File: src/rtl/req_encoder_16x4.sv
// req_encoder_16x4: latches a multi-hot request word and emits each set bit's 4-bit index, one per handshake, in priority order.
module req_encoder_16x4 #(
  parameter bit LSB_FIRST = 1'b1
) (
  input  logic        clk,
  input  logic        reset,
  input  logic        load,
  input  logic [15:0] req,
  input  logic        ready,
  output logic [3:0]  index,
  output logic        valid,
  output logic        busy,
  output logic [4:0]  count,
  output logic        done
);
  typedef enum logic {IDLE, SEND} state_t;
  state_t state, state_n;
  logic [15:0] pending, pending_n;
  logic [4:0] count_n;
  logic done_n;
  assign busy = state == SEND;
  assign valid = busy;
  // Later loop iterations overwrite earlier ones, so the highest-priority bit is visited last.
  always_comb begin
    index = 4'd0;
    for (int i = 0; i < 16; i++)
      if (pending[LSB_FIRST ? 15 - i : i]) index = LSB_FIRST ? 4'(15 - i) : 4'(i);
  end
  always_comb begin
    state_n = state;
    pending_n = pending;
    count_n = count;
    done_n = 1'b0;
    if (state == IDLE && load) begin
      if (req != 16'd0) begin
        pending_n = req;
        count_n = 5'($countones(req));
        state_n = SEND;
      end else
        done_n = 1'b1;
    end else if (state == SEND && ready) begin
      pending_n = pending & ~(16'd1 << index);
      count_n = count - 5'd1;
      state_n = count == 5'd1 ? IDLE : SEND;
      done_n = count == 5'd1;
    end
  end
  always_ff @(posedge clk) begin
    if (reset) begin
      state <= IDLE;
      pending <= 16'd0;
      count <= 5'd0;
      done <= 1'b0;
    end else begin
      state <= state_n;
      pending <= pending_n;
      count <= count_n;
      done <= done_n;
    end
  end
endmodule

File: config.mk
export PLATFORM = sky130hd
export DESIGN_NAME = req_encoder_16x4
export DESIGN_NICKNAME = d
export VERILOG_FILES = /design/src/rtl/req_encoder_16x4.sv
export SDC_FILE = /design/constraint.sdc
export NUM_CORES = 1
export LEC_CHECK = 0
export BUFFER_PORTS_ARGS = -buffer_cell sky130_fd_sc_hd__buf_2
export CORE_ASPECT_RATIO = 1.2
export CORE_MARGIN = 8
export CORE_UTILIZATION = 55
export CTS_CLUSTER_DIAMETER = 150
export CTS_CLUSTER_SIZE = 40
export DETAILED_ROUTE_END_ITERATION = 7
export GPL_TIMING_DRIVEN = 0
export PLACE_DENSITY = 0.82
export SLEW_MARGIN = 20
export SYNTH_ARGS = -nofsm -noshare
export SYNTH_HDL_FRONTEND = slang
export SYNTH_SLANG_ARGS = --single-unit
export TNS_END_PERCENT = 50
File: constraint.sdc
create_clock -name clk -period 5.3 [get_ports clk]
set_input_delay 0.795 -clock clk [delete_from_list [all_inputs] [get_ports clk]]
set_output_delay 0.795 -clock clk [all_outputs]
set_load 0.02 [all_outputs]
After elaboration in Yosys (flattened, before gate mapping) --
Index checks and enable logic that the tools add are counted.
Cells by class: add/subtract/negate cells 16, bitwise operators 3, multiplexer cells 29, reductions and logical operators 5, shift operators 1, eq/ne operators 2
Operator list (number):
- $mux W4 | 16
- $mux W16 | 3
- $add A1 B1 Y2 | 8
- $and A16 B16 Y16 | 1
- $not A16 Y16 | 1
- $reduce_bool A16 Y1 | 1
- $shl A1 B4 Y16 const A | 1
- $mux W5 | 3
- $add A2 B2 Y3 | 4
- $add A3 B3 Y4 | 2
- $mux W1 | 7
- $add A4 B4 Y5 | 1
- $eq A5 B1 Y1 const B | 1
- $sub A5 B1 Y5 const B | 1
- $logic_and A1 B1 Y1 | 2
- $ne A2 B1 Y1 const B | 1
- $reduce_and A2 Y1 | 1
- $reduce_bool A2 Y1 | 1
- $not A1 Y1 | 1
Storage, ports and cells: word-level logic and storage cells 60, flip-flop bits (word level) 23, bits of input ports 20

Logic depth before layout (Yosys ltp) --
Gate-level depths: netlist of run 1.
depth after elaboration 21, depth in mapped cells 15

Least setup slack after synthesis of run 1 --
Ideal clock, no wire load.
kind input port to flip-flop, start point in req[0], end point reg count[3], setup time 0.125 ns, setup slack 1.283 ns, stages on the path 13, data arrival time 3.892 ns, cells stage by stage fa_1 inv_1 fa_1 fa_1 fa_1 inv_1 ha_1 a21o_1 a21oi_1 xnor2_1 a22o_1 a22oi_1 nor2_1
Between the ends: longest elaborated chain between the ends 6, elaborated cells on any way between the ends 9
Ends and longest elaborated chain:
- start: declaration | RTL line 8 | input logic [15:0] req,
- $add A1 B1 Y2 (not written as such) | RTL line 37 | count_n = 5'($countones(req));
- $add A2 B2 Y3 (not written as such) | RTL line 37
- $add A3 B3 Y4 (not written as such) | RTL line 37
- $add A4 B4 Y5 (not written as such) | RTL line 37
- $mux W5 | RTL line 35 | if (req != 16'd0) begin
- $mux W5 | RTL line 34 | if (state == IDLE && load) begin
- end signal: assignment | RTL line 57 | count <= count_n;
- end: declaration | RTL line 13 | output logic [4:0] count,
Parallel ways exist; a longest one is shown, timed or not. The select of a mux whose other input is x is not followed. A chain may end at the register's enable or synchronous reset.

Worst setup path after layout of run 1 --
start point in req[5], end point reg count[3]
The elaborated chain is that of the path after synthesis.

==> impl_metrics.json, run 1 <==
{
  "timing.hold.ws_ns": 0.5029,
  "synth_seq_area_share": 0.2692,
  "final_core_util": 0.6397,
  "ys_ff_latch": 23,
  "vdd_drop_max_mv": 0.2489,
  "cts.clk_slew.worst_paths_ns": 0.12,
  "cts_resized": 0,
  "num_io_pins": 32,
  "postCtsSetupBuffers": 0,
  "fin_crit_ns": 4.024,
  "final_common_cell": "buf_2",
  "fillers": 279,
  "startpoint_type": "input port",
  "ys_types": 47,
  "fin_nets": 288,
  "rr_endpoint": "pending[7]",
  "ys_async_sr_fraction": 0,
  "tightest_slew_ns": 0.4883,
  "drive_gt1_frac": 0.1767,
  "drtIter0Drc": 140,
  "r2r-start": "pending[14]",
  "cts_made_buffers": 3,
  "via_count": 1693,
  "tns_ns": 0,
  "insertion_delay_ns": 0.30,
  "grt-ovfl-total": 0,
  "rrSetupSlack_ns": 3.32,
  "syn-num-nets": 252,
  "max_freq_mhz": 248.5,
  "grt_pass1_vias": 1781,
  "antennaDiodeCount": 0,
  "regArea_sq_um": 460.4,
  "crit_path_start": "req[5]",
  "htree_levels": 1,
  "die_h_um": 77.09,
  "cp-end-kind": "flip-flop",
  "p_total_uw": 611.0,
  "grt_pass1_wl_um": 7728,
  "cap_violations": 0,
  "power.leakage_nw": 0.8651,
  "crit_path_max_incr_delay_ns": 0.59,
  "hold_path_class": "flip-flop to flip-flop",
  "die-area_sq_um": 5157,
  "crit_chain": "buf_2 > inv_1 > fa_1 > fa_1 > fa_1 > fa_1 > inv_1 > ha_1 > a21o_1 > a21oi_1 > xnor2_1 > a22o_1 > a22oi_1 > nor2_1",
  "antenna_found_initial": 0,
  "netlist_top_cells_area": "dfxtp_1, fa_1, a21oi_1",
  "clock_skew_ns": 0.002394,
  "worstPathArrival_ns": 4.21,
  "gp_congestion": 0.8895,
  "core_sq_um": 3028,
  "synth.top_cell.area_share": 0.2692,
  "synth_cells": 214,
  "status": "completed",
  "firstDrtPassIters": 5,
  "synth_top_area_cell": "dfxtp_1",
  "cts_buffer_depth": 2,
  "via_per_inst": 5.940,
  "dpl.hpwl_um": 3743,
  "area_delta_synth_final_pct": 13.24,
  "cts_hold_buf": 0,
  "crit_slowest_cell": "fa_1",
  "reg2reg_depth": 6,
  "multiInputGateArea_sq_um": 1092,
  "avgSynthCellArea_sq_um": 7.992,
  "grt_util_all_layers": 0.1845,
  "start_util": 0.5649,
  "postRouteAntennaNets": 0,
  "crit_required_ns": 5.49,
  "drv_slew": 0,
  "fin_area_sq_um": 1937,
  "hold_viol": 0,
  "fin_crit_sh": 0.7593,
  "ys_warn_count": 0,
  "routed_wl_um": 4486,
  "final_cell_mix": "buf_2, inv_1, nand2_1, dfxtp_1, a21oi_1",
  "place_area_sq_um": 1911,
  "root_buffer": "clkbuf_4",
  "port_buffers": 31,
  "syn_area_sq_um": 1710,
  "core.rowCount": 22,
  "die_x_um": 66.91,
  "crit_end": "count[3]",
  "wire_per_inst_um": 15.74,
  "path_max_fanout": 3,
  "max-slew-margin-rel": 0.6702,
  "cts_sinks": 23,
  "ys.flop_type": "dfxtp_1",
  "setup_viol": 0,
  "power_density_nw_per_um2": 315.5,
  "grt_max_degree": 13,
  "rsz0062_at_grt": "no",
  "synth-edff-count": 0,
  "crit_type": "input port to flip-flop",
  "drc": 0,
  "cp_common_cell": "fa_1",
  "cts_tree": "built"
}
## Yosys cell counts, drive strengths merged (2+ instances only)
cell type and number:
fa 10, a221oi 2, nand2b 2, inv 28, nor2 18, nor4 4
nor3 5, o41ai 2, nand3 10, ha 8, o211ai 12, buf 3
a22oi 3, nand2 23, and2 2, a21oi 23, o21ai 8, dfxtp 23
clkbuf 4, nor2b 2
## registers in the layout (all words and copies together) (netlist names)
signal,count
busy,1
done,1
pending,16
count,5
## routing by layer
metal / vias to the layer above / global-route usage / share of wire
met1: 795 / 0.2106 / 0.41
li1: 826 / - / -
met5: - / 0 / 0
met4: 0 / 0.08176 / 0.033
met3: 15 / 0.03343 / 0.055
met2: 57 / 0.3174 / 0.50
## cell type report
| class | count | share of cell area |
|---|---|---|
| plain buffers | 8 | 0.02713 |
| clock buffers | 4 | 0.01357 |
| inverters | 28 | 0.05426 |
| multi-input cells | 155 | 0.5640 |
| flip-flops and latches | 23 | 0.2377 |
| well taps | 36 | 0.02326 |
| repair buffers | 31 | 0.08010 |
## worst min-delay path by stage
stage                           from    endpoint  slack [ns]  depth (start not counted)
after floorplan           pending[0]  pending[0]        0.47                          2
after CTS                   count[1]    count[1]        0.50                          2
after detailed placement    count[1]    count[1]        0.48                          2
final                       count[1]    count[1]        0.50                          2
after global placement      count[1]    count[1]        0.48                          2
after global routing        count[1]    count[1]        0.54                          2
## metrics by stage
stage | std cells | worst slack [ns]
3_5_place_dp | 281 | 0.9453
5_1_grt | 285 | 1.067
6_report | 285 | 1.276
2_1_floorplan | 214 | 1.283
4_1_cts | 285 | 1.267
3_3_place_gp | 281 | 1.051
## logic make-up (layout without fill, tap and decap cells)
| logic type | count (synthesis) | after routing | synth area share |
|---|---|---|---|
| and+or+nand+nor | 71 | 71 | 0.1917 |
| DFF | 23 | 23 | 0.2692 |
| xor gates and xnor gates | 2 | 2 | 0.01024 |
| adders and majority gates | 18 | 18 | 0.1756 |
| buffers and inverters | 36 | 71 | 0.09217 |
| AOI/OAI and AO/OA | 63 | 63 | 0.2553 |
| muxes | 1 | 1 | 0.005852 |
## report_power, final
| part | switching [mW] | total, mW | internal, mW |
|---|---|---|---|
| Clock | 0.0497 | 0.0790 | 0.0293 |
| Combinational | 0.185 | 0.322 | 0.137 |
| Sequential | 0.0206 | 0.210 | 0.189 |
## critical path, delay by kind of cell
kind / cells / cell delay [ns]
adder cells (fa/ha/maj): 5 / 2.32
buffers and inverters: 3 / 0.22
AND/OR/NAND/NOR: 1 / 0.06
AO/OA/AOI/OAI: 4 / 0.72
XOR/XNOR: 1 / 0.10
No activity file was read; power rests on OpenSTA's default activity.
==> run 2, diff against run 1 <==
==> constraint.sdc (replaced) <==
create_clock -name clk -period 3.9 [get_ports clk]
set_input_delay 0.585 -clock clk [delete_from_list [all_inputs] [get_ports clk]]
set_output_delay 0.585 -clock clk [all_outputs]
set_load 0.02 [all_outputs]
==> impl_metrics.json, run 2 (synthesized netlist as in run 1, its figures left out) <==
{
  "status": "completed",
  "htree_levels": 1,
  "cts_hold_buf": 0,
  "fin_crit_sh": 0.9670,
  "dpl.hpwl_um": 3743,
  "crit_path_max_incr_delay_ns": 0.59,
  "path_max_fanout": 3,
  "die-area_sq_um": 5157,
  "rsz0062_at_grt": "yes",
  "area_delta_synth_final_pct": 13.90,
  "final_common_cell": "buf_2",
  "antennaDiodeCount": 0,
  "via_per_inst": 5.920,
  "grt_pass1_vias": 1781,
  "max_freq_mhz": 265.2,
  "antenna_found_initial": 0,
  "fin_crit_ns": 3.771,
  "fin_area_sq_um": 1948,
  "startpoint_type": "input port",
  "cap_violations": 0,
  "gp_congestion": 0.8895,
  "cts_tree": "built",
  "cts_made_buffers": 3,
  "tns_ns": 0,
  "vdd_drop_max_mv": 0.3447,
  "post-place-ws_ns": -0.2447,
  "drtIter0Drc": 138,
  "setup_slack_ns": 0.1286,
  "multiInputGateArea_sq_um": 1096,
  "power.leakage_nw": 0.8704,
  "via_count": 1693,
  "largest_register_ffs": 16,
  "tightest_slew_ns": 0.4914,
  "hold_viol": 0,
  "postRouteAntennaNets": 0,
  "core.rowCount": 22,
  "final_cell_mix": "buf_2, inv_1, nand2_1, dfxtp_1, a21oi_1",
  "cts_buffer_depth": 2,
  "cp-end-kind": "flip-flop",
  "fillers": 277,
  "regArea_sq_um": 460.4,
  "start_util": 0.5649,
  "crit_required_ns": 4.09,
  "fin_nets": 289,
  "p_total_uw": 855.4,
  "crit_chain": "buf_2 > inv_1 > fa_1 > fa_1 > fa_1 > fa_1 > inv_1 > ha_1 > inv_1 > fa_1 > xor2_1 > o22ai_1 > a22oi_1 > nor2_1",
  "die_h_um": 77.09,
  "grt-ovfl-total": 0,
  "crit_slowest_cell": "fa_1",
  "placed_cells": 281,
  "cts_sinks": 23,
  "grt_util_all_layers": 0.1845,
  "timing.hold.ws_ns": 0.5030,
  "worstPathArrival_ns": 3.96,
  "setup_viol": 0,
  "hold_path_class": "flip-flop to flip-flop",
  "top_register": "pending",
  "port_buffers": 31,
  "grt_pass1_wl_um": 7728,
  "drv_slew": 0,
  "insertion_delay_ns": 0.30,
  "core_sq_um": 3028,
  "cp_common_cell": "fa_1",
  "crit_type": "input port to flip-flop",
  "power_density_nw_per_um2": 439.1,
  "max-slew-margin-rel": 0.6681,
  "place_area_sq_um": 1911,
  "wire_per_inst_um": 15.83,
  "drc": 0,
  "largestRegisters": "pending x16, count x5",
  "die_x_um": 66.91,
  "routed_wl_um": 4527,
  "clock_skew_ns": 0.002087,
  "grt_max_degree": 13,
  "final_core_util": 0.6434,
  "drive_gt1_frac": 0.1840,
  "root_buffer": "clkbuf_4",
  "stdcell_count": 286,
  "cts.clk_slew.worst_paths_ns": 0.13,
  "num_io_pins": 32,
  "firstDrtPassIters": 4
}
[run 2: cell count changes in the layout (fill, tap and decap cells not counted), sizes merged]
| cell | delta |
|---|---|
| buf | +1 |
[run 2: worst paths after layout]
kind | startpoint | cells after the start | endpoint | slack, ns
max reg2reg | pending[14] | 6 | pending[7] | 1.93
min | count[1] | 2 | count[1] | 0.50
min reg2reg | count[1] | 2 | count[1] | 0.50
max | req[5] | 14 | count[2] | 0.13
[run 2: per-layer routing]
metal  routed length (um)  track usage  share of wire
met4                  175      0.08176          0.039
met1                 1865       0.2106           0.41
met3                  239      0.03343          0.053
met5                    0            0              0
met2                 2246       0.3174           0.50
[run 2: repair_timing]
item	in CTS	in global routing
buffers inserted	0	1
gates resized for setup	0	1
hold endpoints to repair	0	0
setup endpoints to repair	0	2
[run 2: layout make-up]
cell class                      instances  area share
Multi-Input combinational cell        155      0.5626
Sequential cell                        23      0.2364
Timing Repair Buffer                   32     0.08349
Inverter                               28     0.05395
Buffer                                  8     0.02697
Tap cell                               36     0.02312
Clock buffer                            4     0.01349
[run 2: worst max-delay path: cells and delay by family]
kind	cells	cell delay (ns)
XOR/XNOR	1	0.18
buffers and inverters	4	0.29
AND/OR/NAND/NOR	1	0.06
adder cells (fa/ha/maj)	6	2.54
AO/OA/AOI/OAI	2	0.31
[run 2: power by group]
group / total, mW / internal, mW / switching (mW)
Clock: 0.110 / 0.0399 / 0.0705
Sequential: 0.285 / 0.257 / 0.0279
Combinational: 0.460 / 0.199 / 0.261
Total: 0.855 / 0.496 / 0.359
==> run 3, diff against run 2 <==
--- a/config.mk
+++ b/config.mk
@@ -13,7 +13,7 @@
 export CTS_CLUSTER_SIZE = 40
 export DETAILED_ROUTE_END_ITERATION = 7
 export GPL_TIMING_DRIVEN = 0
-export PLACE_DENSITY = 0.82
+export PLACE_DENSITY_LB_ADDON = 0.12
 export SLEW_MARGIN = 20
 export SYNTH_ARGS = -nofsm -noshare
 export SYNTH_HDL_FRONTEND = slang
==> impl_metrics.json, run 3 (synthesized netlist as in run 1, its figures left out) <==
{
  "area_delta_synth_final_pct": 13.31,
  "cp-end-kind": "flip-flop",
  "firstDrtPassIters": 4,
  "max-slew-margin-rel": 0.6403,
  "num_io_pins": 32,
  "drc": 0,
  "crit_slowest_cell": "fa_1",
  "drive_gt1_frac": 0.1807,
  "tightest_slew_ns": 0.5347,
  "stdcell_count": 285,
  "dpl.hpwl_um": 3680,
  "hold_path_class": "input port to flip-flop",
  "antenna_found_initial": 0,
  "setup_viol": 0,
  "port_buffers": 31,
  "fin_crit_ns": 3.702,
  "rr_endpoint": "pending[7]",
  "die-area_sq_um": 5157,
  "postRouteAntennaNets": 0,
  "cts_resized": 0,
  "max_freq_mhz": 270.1,
  "p_total_uw": 833.7,
  "hold_viol": 0,
  "reg2reg_depth": 6,
  "start_util": 0.5649,
  "rrSetupSlack_ns": 1.88,
  "min_to": "pending[14]",
  "clock_skew_ns": 0.007629,
  "multiInputGateArea_sq_um": 1092,
  "power.leakage_nw": 0.8679,
  "largestRegisters": "pending x16, count x5",
  "vdd_drop_max_mv": 0.3681,
  "final_common_cell": "buf_2",
  "grt-ovfl-total": 0,
  "cts_buffer_depth": 2,
  "fin_nets": 288,
  "die_x_um": 66.91,
  "largest_register_ffs": 16,
  "die_h_um": 77.09,
  "timing.hold.ws_ns": 0.5097,
  "grt_pass1_wl_um": 7162,
  "status": "completed",
  "power_density_nw_per_um2": 430.2,
  "cap_violations": 0,
  "tns_ns": 0,
  "final_core_util": 0.6401,
  "postCtsSetupBuffers": 0,
  "final_cell_mix": "buf_2, inv_1, nand2_1, dfxtp_1, a21oi_1",
  "crit_chain": "buf_2 > fa_1 > inv_1 > fa_1 > fa_1 > fa_1 > inv_1 > ha_1 > a21o_1 > a21oi_1 > xnor2_1 > a22o_1 > a22oi_1 > nor2_1",
  "grt_util_all_layers": 0.1724,
  "cts_made_buffers": 3,
  "startpoint_type": "input port",
  "rsz0062_at_grt": "no",
  "via_count": 1639,
  "htree_levels": 1,
  "wire_per_inst_um": 15.39,
  "hold_depth": 3,
  "cp_common_cell": "fa_1",
  "top_register": "pending",
  "core_sq_um": 3028,
  "cts_sinks": 23,
  "cts_tree": "built",
  "worstPathArrival_ns": 3.91,
  "grt_max_degree": 14,
  "grt_pass1_vias": 1574,
  "cts.clk_slew.worst_paths_ns": 0.13,
  "root_buffer": "clkbuf_4",
  "hold_start": "req[14]",
  "r2r-start": "pending[14]",
  "routed_wl_um": 4386,
  "antennaDiodeCount": 0,
  "crit_type": "input port to flip-flop",
  "via_per_inst": 5.751,
  "regArea_sq_um": 460.4,
  "drtIter0Drc": 112,
  "gp_congestion": 0.9031,
  "cts_hold_buf": 0,
  "crit_path_max_incr_delay_ns": 0.57,
  "insertion_delay_ns": 0.32,
  "core.rowCount": 22,
  "path_max_fanout": 3,
  "fillers": 304,
  "crit_required_ns": 4.11,
  "placed_cells": 281,
  "fin_crit_sh": 0.9494,
  "drv_slew": 0
}
[run 3: cell count changes in the layout (fill, tap and decap cells not counted), sizes merged]
cell / delta
buf: -1
clkbuf: -1
clkinv: +1
[run 3: area by class of cell]
type                       count  share of cell area
tap                           36             0.02324
inverter                      28             0.05423
clock inverter                 1            0.002582
clock buffer                   3             0.01162
timing repair buffer          31             0.08005
buffer                         8             0.02711
multi-input combinational    155              0.5636
sequential                    23              0.2376
[run 3: worst max path at each step]
stage,start,end,slack (ns),cells after the start
after floorplan,req[0],count[3],0.09,13
final,req[0],count[3],0.20,14
after global routing,req[0],count[2],0.001,14
after detailed placement,req[0],count[3],-0.15,14
after CTS,req[0],count[3],0.17,14
after global placement,req[0],count[2],-0.15,14
[run 3: stage by stage]
step,area (sq um),worst slack (ns)
6_report,1938,0.1975
5_1_grt,1938,0.001332
4_1_cts,1938,0.1735
3_5_place_dp,1911,-0.1538
3_3_place_gp,1911,-0.1506
2_1_floorplan,1710,0.09282
[run 3: per-layer routing]
| metal | GRT usage | vias up | wire length [um] |
|---|---|---|---|
| li1 | - | 824 | - |
| met1 | 0.1961 | 767 | 1826 |
| met2 | 0.3116 | 37 | 2311 |
| met3 | 0.02326 | 11 | 139 |
| met4 | 0.05660 | 0 | 108 |
| met5 | 0 | - | 0 |
[run 3: critical path: cells and delay by family]
family                     cells  cell delay [ns]
AOI/OAI and AO/OA              4             0.67
xor gates and xnor gates       1             0.09
adders and majority gates      5             2.27
buffers and inverters          3             0.23
and+or+nand+nor                1             0.05
[run 3: report_power, final]
part | switching, mW | internal [mW] | leakage [nW]
clock network | 0.0752 | 0.0384 | 0.0177
registers | 0.0276 | 0.257 | 0.189
logic | 0.248 | 0.187 | 0.661
